**src/rtl/layer_run_ctrl.sv**
```systemverilog
// layer_run_ctrl: turns host go/halt/abort into the conv top's start pulse and halt level, counting active cycles.
// Optional watchdog is compiled in with `define RUN_CTRL_WATCHDOG_EN.
module layer_run_ctrl #(
   parameter int          CYC_W       = 32,
   parameter int unsigned TIMEOUT_CYC = 'd100000
) (
   input  logic             clk,
   input  logic             rst,
   input  logic             host_go,
   input  logic             host_halt,
   input  logic             host_abort,
   input  logic             core_done,
   output logic             start,
   output logic             halt,
   output logic             busy,
   output logic             done,
   output logic             timeout_err,
   output logic [CYC_W-1:0] run_cycles
);

   typedef enum logic [2:0] {
      S_IDLE   = 3'd0,
      S_LAUNCH = 3'd1,
      S_RUN    = 3'd2,
      S_PAUSE  = 3'd3,
      S_DONE   = 3'd4
   } state_t;

   state_t           r_state;
   state_t           w_next;
   logic             r_start;
   logic             r_halt;
   logic             r_busy;
   logic             r_done;
   logic [CYC_W-1:0] r_run_cycles;
   logic             w_go_acc;
   logic             w_wd_trip;
   logic             w_wd_hit;
   logic             w_cnt_en;

   if (CYC_W < 1 || TIMEOUT_CYC < 1 ||
       64'(TIMEOUT_CYC) > ((64'd1 << CYC_W) - 64'd1)) begin : g_bad_param
      $error("layer_run_ctrl: TIMEOUT_CYC out of range for CYC_W");
   end

`ifdef RUN_CTRL_WATCHDOG_EN
   logic r_timeout_err;
   assign w_wd_trip = (r_run_cycles == CYC_W'(TIMEOUT_CYC));
`else
   assign w_wd_trip = 1'b0;
`endif

   assign w_go_acc = (r_state == S_IDLE) && host_go;
   assign w_wd_hit = (r_state == S_RUN) && !core_done && w_wd_trip;
   // the trip edge itself is not counted, so run_cycles reports the limit that fired
   assign w_cnt_en = (r_state == S_RUN) && !w_wd_hit && (r_run_cycles != {CYC_W{1'b1}});

   // state register
   always_ff @(posedge clk or posedge rst) begin
      if (rst) begin
         r_state <= S_IDLE;
      end else begin
         r_state <= w_next;
      end
   end

   // next-state decode; core_done > watchdog > abort > halt
   always_comb begin
      w_next = r_state;
      case (r_state)
         S_IDLE: begin
            if (host_go) w_next = S_LAUNCH;
            else         w_next = S_IDLE;
         end
         S_LAUNCH: w_next = S_RUN;
         S_RUN: begin
            if (core_done)       w_next = S_DONE;
            else if (w_wd_hit)   w_next = S_IDLE;
            else if (host_abort) w_next = S_IDLE;
            else if (host_halt)  w_next = S_PAUSE;
            else                 w_next = S_RUN;
         end
         S_PAUSE: begin
            if (core_done)       w_next = S_DONE;
            else if (host_abort) w_next = S_IDLE;
            else if (!host_halt) w_next = S_RUN;
            else                 w_next = S_PAUSE;
         end
         S_DONE:  w_next = S_IDLE;
         default: w_next = S_IDLE;
      endcase
   end

   // outputs registered from the next state so they line up with state entry
   always_ff @(posedge clk or posedge rst) begin
      if (rst) begin
         r_start <= 1'b0;
         r_halt  <= 1'b0;
         r_busy  <= 1'b0;
         r_done  <= 1'b0;
      end else begin
         r_start <= (w_next == S_LAUNCH);
         r_halt  <= (w_next == S_PAUSE);
         r_busy  <= (w_next != S_IDLE);
         r_done  <= (w_next == S_DONE);
      end
   end

   // active-cycle counter, cleared on accepted go, saturating
   always_ff @(posedge clk or posedge rst) begin
      if (rst) begin
         r_run_cycles <= {CYC_W{1'b0}};
      end else if (w_go_acc) begin
         r_run_cycles <= {CYC_W{1'b0}};
      end else if (w_cnt_en) begin
         r_run_cycles <= r_run_cycles + {{(CYC_W-1){1'b0}}, 1'b1};
      end else begin
         r_run_cycles <= r_run_cycles;
      end
   end

`ifdef RUN_CTRL_WATCHDOG_EN
   // sticky watchdog flag
   always_ff @(posedge clk or posedge rst) begin
      if (rst) begin
         r_timeout_err <= 1'b0;
      end else if (w_go_acc) begin
         r_timeout_err <= 1'b0;
      end else if (w_wd_hit) begin
         r_timeout_err <= 1'b1;
      end else begin
         r_timeout_err <= r_timeout_err;
      end
   end
   assign timeout_err = r_timeout_err;
`else
   assign timeout_err = 1'b0;
`endif

   assign start      = r_start;
   assign halt       = r_halt;
   assign busy       = r_busy;
   assign done       = r_done;
   assign run_cycles = r_run_cycles;

endmodule

```
**config.mk**
```make
export PLATFORM = sky130hd
export DESIGN_NAME = layer_run_ctrl
export DESIGN_NICKNAME = d
export VERILOG_FILES = /design/src/rtl/layer_run_ctrl.sv
export SDC_FILE = /design/constraint.sdc
export NUM_CORES = 1
export LEC_CHECK = 0
export CAP_MARGIN = 20
export CORE_MARGIN = 2
export CORE_UTILIZATION = 51
export DETAILED_ROUTE_END_ITERATION = 12
export GPL_TIMING_DRIVEN = 0
export PLACE_DENSITY = 0.79
export SETUP_SLACK_MARGIN = 0.1
export SLEW_MARGIN = 20
export SYNTH_ARGS = -nofsm -noshare
export SYNTH_HDL_FRONTEND = slang
export SYNTH_SLANG_ARGS = --single-unit
```
**constraint.sdc**
```tcl
create_clock -name clk -period 2.5 [get_ports clk]
set_input_delay 0.5 -clock clk [delete_from_list [all_inputs] [get_ports clk]]
set_output_delay 0.5 -clock clk [all_outputs]
set_load 0.05 [all_outputs]
```
==> results.md <==
- FF/Latch Area: 976 um2
- Ys async rst share: 100%
- Hpwl dp: 3970 um
- Final period utilization: 89.2%
- Power Density: 680 nW/um2
- Die width: 69.1 um
- Crit path DAT: 2.39 ns
- CP endpoint kind: flop
- Die area: 4780 um2
- CP Max Fanout: 10
- Post-DP Area: 2660 um2
- Synthesized flop and latch total: 39
- IO Count: 43
- IO Port Bufs: 41
- Fin. max-slew vios: 0
- ANT nets after route: 0
- Compound-Gate Fraction of Synth Area: 12.4%
- Placer Congestion: 0.872
- Adder-cell share of the synthesized area: 0.579%
- DRT Pass-1 Iters: 4
- Slew @ Worst Pin: 0.661 ns
- Number of fill cells: 331
- Initial Utilization: 53.7%
- F_max: 448 MHz
- HP Start: r_state[2]$_DFF_PP0_
- Setup crit start kind: flop
- R2R Setup Slk: 0.27 ns
- Clock power share: 29.1%
- Pre-CTS WS: 0.110 ns
- Mapped Area: 2160 um2
- Fin nets: 280
- Hold-fix buffers, CTS: 0
- # H-tree levels: 2
- Vias: 2051
- Worst hold path type: reg2reg
- CTS Buffer Depth: 2
- Final Instance Area: 2780 um2
- TritonCTS clock tree: built
- Status: finished clean
- Clock transition at path regs: 0.08 ns
- Sequential share of the synthesized area: 45.1%
- Worst Reg-to-Reg Cells: 7
- Post-Syn Instances: 224
- Most frequent cells in the layout: 41 x clkdlybuf4s50_1, 39 x dfrtp_1, 19 x nand3_1
- Root Driver: clkbuf_8
- Combinational power share: 32.6%
- Mux cell area share after synthesis: 4.92%
- Worst hold stages: 1
- Placeable Area: 4030 um2
- Hold EP: r_state[1]$_DFF_PP0_
- Clk_skew: 0.00537 ns
- Commonest non-fill, non-tap cell in the layout: clkdlybuf4s50_1
- Data required time of the worst path: 2.66 ns
- CTS buffer count: 5
- Reg-to-reg startpoint: run_cycles[0]$_DFFE_PP0P_
- XOR/XNOR Fraction of Synth Area: 1.22%
- Largest family of logic cells by synthesized area: simple AND/OR/NAND/NOR gates
- Layout cell share with drive strength beyond 1: 10.2%
- Global-route wire length before repair: 9350 um
- Syn. warnings: 0
- GRT overflow: 0
- VDD IR max: 0.000373 V
- Simple-gate share of the synthesized area: 32.1%
- Total of max-cap violations: 0
- Area Growth Syn to Fin: 28.6%
- Main synth FF type: dfrtp_1
- Yosys cell types: 48
- Final core utilization: 69.0%
- P_leak: 0.00125 uW
- Switching share of power: 37.2%
- RSZ-0062 raised after global routing: no
- Synthesized area per cell: 9.65 um2
- Final worst slack: 0.270 ns
- Post-route minimum period: 2.23 ns
- Hold WS: 0.484 ns
- Antenna violations before repair: 0
- Slowest CP cell: dfrtp_1
- Pint: 1190 uW
- Post-CTS resize count: 0
- Vias per cell: 6.33
- P_sw: 703 uW
- # diodes: 0
- Mapped Nets: 231
- Post-CTS setup buffer count: 0
- Clock sink count: 39
- Crit Path Category: reg2reg
- Pin count of the biggest net entering global routing: 22
- Routed WL: 5620 um
- Crit Reg-Reg Endpoint: run_cycles[21]$_DFFE_PP0P_
- Final setup viols: 0
- GRT Overall Usage: 24.0%
- FP Rows: 23
- Vert. Die Dim: 69.1 um
- Multi-input gate area: 1110 um2
- Fin. Hold Viols: 0
- Seq pwr share: 38.3%
- Slowest Stage Delay on Critical Path: 0.46 ns
- Clk_lat worst skew: 0.29 ns
- Number of enable flip-flop cells after synthesis: 0
- Number of remaining DRC errors: 0
- Vias in the first global route: 1887
- 1st-iter DRT viols: 243
- Slew margin rel.: 55.6%
- Crit-path cells: ha_1 -> and4_1 -> and2_4 -> a31o_2 -> buf_4 -> o311ai_0 -> o41ai_1
- Final setup TNS: 0 ns
- Routed len/inst: 17.4 um
## synthesized netlist by cell type (all sizes together) (3+ instances only)
library cell	count	area share [%]
buf	8	2.5
nand3	19	4.4
or4	5	1.9
nand2	16	2.8
o21ai	9	2.1
dfrtp	39	45
o31ai	4	1.4
a211o	7	2.8
or3	9	2.6
and3	13	3.8
nor2	7	1.6
mux2i	8	3.7
a21o	3	1.0
nor3	12	3.0
and4	5	2.0
inv	4	0.69
nor4	4	1.9
and2	4	1.3
a21oi	10	2.3
nand4	17	5.2
## worst max-delay path: cells and delay by family, from the launching register on
family | cells | cell delay [ns]
flops | 1 | 0.46
fa+ha+maj | 1 | 0.29
buf+inv | 1 | 0.20
simple gates | 2 | 0.44
compound gates | 3 | 0.73
## cell type report
type                       instances  area share, %
buffer                            10           2.21
clock buffer                       6           2.97
clock inverter                     2           1.26
inverter                           4          0.540
multi-input combinational        171           39.9
sequential                        39           35.1
tap                               50           2.25
timing repair buffer              42           15.8
## sequential cells by signal (all words and copies together), names as in the netlist
name and cells:
r_state 3, run_cycles 32, halt 1, busy 1, done 1, start 1
## power groups by stage
| stage | Combinational, uW | Sequential (uW) | Clock (uW) |
|---|---|---|---|
| after floorplan | 288 | 847 | 0 |
| after global routing | 651 | 732 | 582 |
| after detailed placement | 612 | 736 | 0 |
| final | 617 | 725 | 550 |
| after CTS | 614 | 725 | 556 |
| after global placement | 599 | 732 | 0 |
## layer usage
metal / vias to the layer above / GRT usage (%) / share of wire, %
li1: 956 / - / -
met1: 1004 / 35.0 / 44
met2: 87 / 36.5 / 47
met3: 4 / 4.82 / 7.8
met4: 0 / 6.10 / 0.78
met5: - / 0 / 0
## cell families after synthesis
logic type	Yosys count
buffers and inverters	14
DFF	39
muxes	10
xor gates and xnor gates	3
other	1
and+or+nand+nor	116
AOI/OAI and AO/OA	40
adders and majority gates	1
## how the worst max path moves through the flow
stage                                          from  slack (ns)                         end  cells after the start
after global placement                      host_go        0.11  run_cycles[15]$_DFFE_PP0P_                      5
after floorplan           run_cycles[0]$_DFFE_PP0P_        0.21  run_cycles[31]$_DFFE_PP0P_                      6
final                     run_cycles[0]$_DFFE_PP0P_        0.27  run_cycles[21]$_DFFE_PP0P_                      7
after global routing      run_cycles[0]$_DFFE_PP0P_        0.15  run_cycles[21]$_DFFE_PP0P_                      7
after detailed placement                    host_go        0.11   run_cycles[5]$_DFFE_PP0P_                      5
after CTS                 run_cycles[0]$_DFFE_PP0P_        0.26  run_cycles[21]$_DFFE_PP0P_                      7
## metrics by stage
step / std cells / power, uW
3_3_place_gp: 315 / 1330
2_1_floorplan: 224 / 1140
4_1_cts: 324 / 1890
5_1_grt: 324 / 1970
3_5_place_dp: 316 / 1350
6_report: 324 / 1890
Note: power is estimated with default switching activity, not from simulation.
==> edit 1, RTL diff (same settings) <==
Re-encode `state_t` (5 states) as one-hot, 5 bits wide.
--- a/src/rtl/layer_run_ctrl.sv
+++ b/src/rtl/layer_run_ctrl.sv
@@ -18,12 +18,12 @@
    output logic [CYC_W-1:0] run_cycles
 );
 
-   typedef enum logic [2:0] {
-      S_IDLE   = 3'd0,
-      S_LAUNCH = 3'd1,
-      S_RUN    = 3'd2,
-      S_PAUSE  = 3'd3,
-      S_DONE   = 3'd4
+   typedef enum logic [4:0] {
+      S_IDLE   = 5'b00001,
+      S_LAUNCH = 5'b00010,
+      S_RUN    = 5'b00100,
+      S_PAUSE  = 5'b01000,
+      S_DONE   = 5'b10000
    } state_t;
 
    state_t           r_state;
Function: no difference found for any inputs over 10 cycles, from zero or initial values and one cycle with rst high; not proved beyond that.
==> edit 1 against the unedited design <==
Final area increased by 3.6%. Sequential power increased by 3.2%. Area after synthesis increased by 0.41%. Worst setup slack got worse by 89 ps. Wire length increased by 2.0%. Worst hold slack got worse by 9.7 ps. Total power decreased by 11%. Sequential cell count increased by 2. Critical endpoint is now run_cycles[30]$_DFFE_PP0P_. Largest power group unchanged. Highest routed layer unchanged.
==> edit 1: results (changes against the unedited design) <==
Via density=6.18 (was 6.33); CP top delay family=simple AND/OR/NAND/NOR gates (was compound AO/OA/AOI/OAI gates); Crit-path slowest cell=sky130_fd_sc_hd__or4_1 (was sky130_fd_sc_hd__dfrtp_1); routing usage on met1=34.0% (was 35.0%); total wire length=5.74 mm (was 5.62 mm); global-route wire length before repair=9.60 mm (was 9.35 mm); via count of the first global-routing pass=1953 (was 1887); met2 wire len=2.79 mm (was 2.64 mm); final weighted congestion in routability-driven placement=0.893 (was 0.872); DR iter-0 viols=155 (was 243); arrival time reported for the critical path endpoint=2540 ps (was 2390 ps); met3 demand-to-capacity share in global routing=5.81% (was 4.82%); Mapped Nets=234 (was 231); critical register-to-register path endpoint=run_cycles[30]$_DFFE_PP0P_ (was run_cycles[21]$_DFFE_PP0P_); maximum number of pins on one net before global-route repair=27 (was 22); worst hold margin=475 ps (was 484 ps); Area after DPL=0.00268 mm² (was 0.00266 mm²); worst reg-to-reg setup slack=180 ps (was 270 ps); worst setup slack before clock tree synthesis=-63.4 ps (was 110 ps); top cells by area in the synthesized netlist=sky130_fd_sc_hd__dfrtp_1 (46%), sky130_fd_sc_hd__xnor2_1 (5.2%), sky130_fd_sc_hd__nand4_1 (4.3%) (was sky130_fd_sc_hd__dfrtp_1 (45%), sky130_fd_sc_hd__nand4_1 (4.6%), sky130_fd_sc_hd__nand3_1 (4.4%)); worst slew pin tran=739 ps (was 661 ps); Synth top cells by count=sky130_fd_sc_hd__dfrtp_1 (40), sky130_fd_sc_hd__nand2_1 (23), sky130_fd_sc_hd__nor2_1 (19), sky130_fd_sc_hd__nand4_1 (15) (was sky130_fd_sc_hd__dfrtp_1 (39), sky130_fd_sc_hd__nand3_1 (19), sky130_fd_sc_hd__nand2_1 (16), sky130_fd_sc_hd__nand4_1 (16), sky130_fd_sc_hd__and3_1 (13)); Hold Path Class=input port to async pin (was flip-flop to flip-flop); metal1 wirelength=2.56 mm (was 2.50 mm); worst stage delay on the critical path=560 ps (was 460 ps); largest fanout on the critical path=7 (was 10); worst-case reg-to-reg path depth=6 (was 7); result of the run=completed (unchanged); M2 GR Usage=39.0% (was 36.5%); gr usage total=24.9% (was 24.0%); final HPWL from detailed placement=4.03 mm (was 3.97 mm); reg-to-reg critical path startpoint=run_cycles[8]$_DFFE_PP0P_ (was run_cycles[0]$_DFFE_PP0P_); fraction of the yosys area taken by sequential cells=47.3% (was 45.1%); Final Net Count=289 (was 280)
-- edit 1: cell types whose count changed after synthesis, moves of 4 or more --
cell,before,now
sky130_fd_sc_hd__a211o_1,7,0
sky130_fd_sc_hd__a211oi_1,0,4
sky130_fd_sc_hd__and3_1,13,4
sky130_fd_sc_hd__nand2_1,16,23
sky130_fd_sc_hd__nand3_1,19,13
sky130_fd_sc_hd__nor2_1,6,19
sky130_fd_sc_hd__nor3_1,11,2
sky130_fd_sc_hd__nor4_1,3,8
sky130_fd_sc_hd__or3_1,9,3
sky130_fd_sc_hd__or4_1,4,10
sky130_fd_sc_hd__xnor2_1,2,13
-- edit 1: layout make-up --
type | count | share of cell area (%)
flip-flops and latches | 41 | 36.3
clock buffers | 6 | 2.52
clock inverters | 2 | 1.22
plain buffers | 11 | 1.78
inverters | 6 | 0.782
well taps | 50 | 2.17
repair buffers | 48 | 16.5
multi-input cells | 169 | 38.7
-- edit 1: cell families (layout without fill, tap and decap cells) --
logic type | after synthesis | after routing | share of synthesized area (%)
DFF | 41 | 41 | 47.3
muxes | 7 | 7 | 3.29
other | 1 | 1 | 0.173
and+or+nand+nor | 114 | 114 | 29.9
xor gates and xnor gates | 14 | 14 | 5.65
AOI/OAI and AO/OA | 32 | 32 | 9.74
buffers and inverters | 17 | 73 | 3.34
adders and majority gates | 1 | 1 | 0.576
-- edit 1: worst max path at each step --
stage / start / end / slack, ps / cells after the start
4_1_cts: r_state[1]$_DFF_PP0_ / run_cycles[21]$_DFFE_PP0P_ / 100 / 6
5_1_grt: run_cycles[8]$_DFFE_PP0P_ / run_cycles[30]$_DFFE_PP0P_ / 100 / 6
3_3_place_gp: r_state[1]$_DFF_PP0_ / run_cycles[19]$_DFFE_PP0P_ / 30 / 6
2_1_floorplan: run_cycles[0]$_DFFE_PP0P_ / run_cycles[30]$_DFFE_PP0P_ / 160 / 7
3_5_place_dp: r_state[1]$_DFF_PP0_ / run_cycles[17]$_DFFE_PP0P_ / -60 / 6
6_report: run_cycles[8]$_DFFE_PP0P_ / run_cycles[30]$_DFFE_PP0P_ / 180 / 6
-- edit 1: power by group through the flow --
stage / sequential (mW) / combinational (mW) / clock [mW]
finish: 0.748 / 0.400 / 0.535
CTS: 0.746 / 0.366 / 0.542
global route: 0.757 / 0.429 / 0.570
detailed placement: 0.758 / 0.361 / 0
floorplan: 0.825 / 0.162 / 0
global placement: 0.755 / 0.347 / 0
-- edit 1: repair_timing --
action / 4_1_cts / 5_1_grt
gates resized for setup: 2 / 9
buffers inserted: 0 / 6
setup endpoints to repair: 14 / 26
-- edit 1: metrics by stage --
step	cells	util [%]
5_1_grt	333	71.0
3_5_place_dp	319	66.1
4_1_cts	327	69.0
3_3_place_gp	318	65.6
6_report	333	71.0
2_1_floorplan	227	-
==> edit 2, RTL diff (config.mk and constraints unchanged) <==
Made on the original files. Build with the macro `RUN_CTRL_WATCHDOG_EN` defined.
--- a/src/rtl/layer_run_ctrl.sv
+++ b/src/rtl/layer_run_ctrl.sv
@@ -1,5 +1,7 @@
 // layer_run_ctrl: turns host go/halt/abort into the conv top's start pulse and halt level, counting active cycles.
 // Optional watchdog is compiled in with `define RUN_CTRL_WATCHDOG_EN.
+`define RUN_CTRL_WATCHDOG_EN
+
 module layer_run_ctrl #(
    parameter int          CYC_W       = 32,
    parameter int unsigned TIMEOUT_CYC = 'd100000
Formal check against the unedited RTL: no difference found for any inputs over 10 cycles, from zero or initial values and one cycle with rst high; that may be too few to reach the edited logic, so the function may still have changed.
==> edit 2 against the unedited design <==
Clock skew up 1.5 ps. Wire length rose by 11%. Non-clock buffer count is 11 higher. Worst hold slack worse by 22 ps. Worst setup slack lost 230 ps. Sequential cell count increased by 1. Sequential share of layout area down 1.5 points. Highest routed layer unchanged. Total power shrank 10%. Critical path type unchanged. Sequential power increased by 0.7%. Area after synthesis grew 4.1%. Die area up 3.8%. Final area grew 8.6%.
==> edit 2: results (changes against the unedited design) <==
buffering overhead=19.5% (was 18.0%); worst stage delay on the critical path=540 ps (was 460 ps); maximum number of pins on one net before global-route repair=28 (was 22); final-layout clock buffer total=8 (was 6); reg-to-reg critical path startpoint=r_state[2]$_DFF_PP0_ (was run_cycles[0]$_DFFE_PP0P_); worst slew margin relative to its limit=57.5% (was 55.6%); TritonRoute pass-1 iters=5 (was 4); arrival time reported for the critical path endpoint=2690 ps (was 2390 ps); largest fanout on the critical path=6 (was 10); Worst Skew=6.84 ps (was 5.37 ps); Synth top cells by count=sky130_fd_sc_hd__dfrtp_1 (40), sky130_fd_sc_hd__a21oi_1 (26), sky130_fd_sc_hd__nand2_1 (23), sky130_fd_sc_hd__nand3_1 (17), sky130_fd_sc_hd__o21ai_0 (16) (was sky130_fd_sc_hd__dfrtp_1 (39), sky130_fd_sc_hd__nand3_1 (19), sky130_fd_sc_hd__nand2_1 (16), sky130_fd_sc_hd__nand4_1 (16), sky130_fd_sc_hd__and3_1 (13)); met3 wire length=375 µm (was 441 µm); ClkCell Share=2.98% (was 4.23%); IO Port Bufs=42 (was 41); gr usage total=26.0% (was 24.0%); sequential cell count=40 (was 39); Mapped Nets=262 (was 231); met2 wire len=3.01 mm (was 2.64 mm); fill cell count=333 (was 331); global-route wire length before repair=10.2 mm (was 9.35 mm); DR iter-0 viols=292 (was 243); final HPWL from detailed placement=4.27 mm (was 3.97 mm); Routed wire per std cell=17.1 µm (was 17.4 µm); top achievable clock speed=406 MHz (was 448 MHz); Multi-input gate area=0.00123 mm² (was 0.00111 mm²); result of the run=completed (unchanged)
==> edit 2: changes by cell type after synthesis, moves of 6 or more <==
cell	before	now
sky130_fd_sc_hd__o21ai_0	6	16
sky130_fd_sc_hd__nand4_1	16	9
sky130_fd_sc_hd__o31ai_1	4	11
sky130_fd_sc_hd__a211o_1	7	0
sky130_fd_sc_hd__nand2_1	16	23
sky130_fd_sc_hd__or4_1	4	15
sky130_fd_sc_hd__clkbuf_1	2	8
sky130_fd_sc_hd__and3_1	13	6
sky130_fd_sc_hd__a21oi_1	10	26
==> edit 2: worst max-delay path, delay by kind of cell, from the launching register on <==
kind / cells / cell delay [ps]
compound gates: 2 / 470
simple gates: 3 / 1240
flops: 1 / 410
buf+inv: 2 / 270
==> edit 2: worst min path at each step <==
stage                                            end  slack (ps)               startpoint  depth (start not counted)
after global routing      run_cycles[30]$_DFFE_PP0P_         510                      rst                          2
final                     run_cycles[26]$_DFFE_PP0P_         460                      rst                          2
after floorplan                       done$_DFF_PP0_         510     r_state[2]$_DFF_PP0_                          1
after detailed placement     timeout_err$_DFFE_PP0P_         530  timeout_err$_DFFE_PP0P_                          2
after global placement       timeout_err$_DFFE_PP0P_         510  timeout_err$_DFFE_PP0P_                          2
after CTS                 run_cycles[26]$_DFFE_PP0P_         470                      rst                          2
==> edit 2: per-stage QoR <==
| step | cells | setup TNS [ps] | power, mW | area, µm² | utilization [%] |
|---|---|---|---|---|---|
| finish | 365 | 0 | 1.70 | 3020 | 70.3 |
| global route | 365 | -13.8 | 1.79 | 3020 | 70.3 |
| CTS | 362 | 0 | 1.69 | 2950 | 68.8 |
| detailed placement | 349 | -13660 | 1.19 | 2780 | 64.6 |
| global placement | 348 | -13020 | 1.18 | 2760 | 64.2 |
| floorplan | 254 | 0 | 1.03 | 2270 | - |
==> edit 2: cells by family (layout without fill, tap and decap cells) <==
family | after synthesis | count (layout) | share of synthesized area, %
DFF | 40 | 40 | 44.5
adders and majority gates | 2 | 2 | 1.11
and+or+nand+nor | 128 | 128 | 33.3
AOI/OAI and AO/OA | 60 | 60 | 15.7
buffers and inverters | 20 | 79 | 3.56
muxes | 4 | 4 | 1.78
==> edit 2: per-layer routing <==
metal  global-route usage (%)  vias to the layer above
li1                         -                     1095
met1                     35.6                     1139
met2                     39.2                       92
met3                     5.92                       15
met4                     12.0                        0
met5                        0                        -
==> edit 2: what timing repair did <==
item	CTS	global route
setup buffers	5	3
pin swaps	11	4
setup endpoints to repair	28	28
gates resized for setup	19	18
==> edit 2: power breakdown <==
group          switching [mW]  leakage [nW]  total (mW)  internal (mW)
combinational           0.344         0.545       0.521          0.177
clock                   0.225        0.0455       0.451          0.225
sequential             0.0339         0.532       0.730          0.696
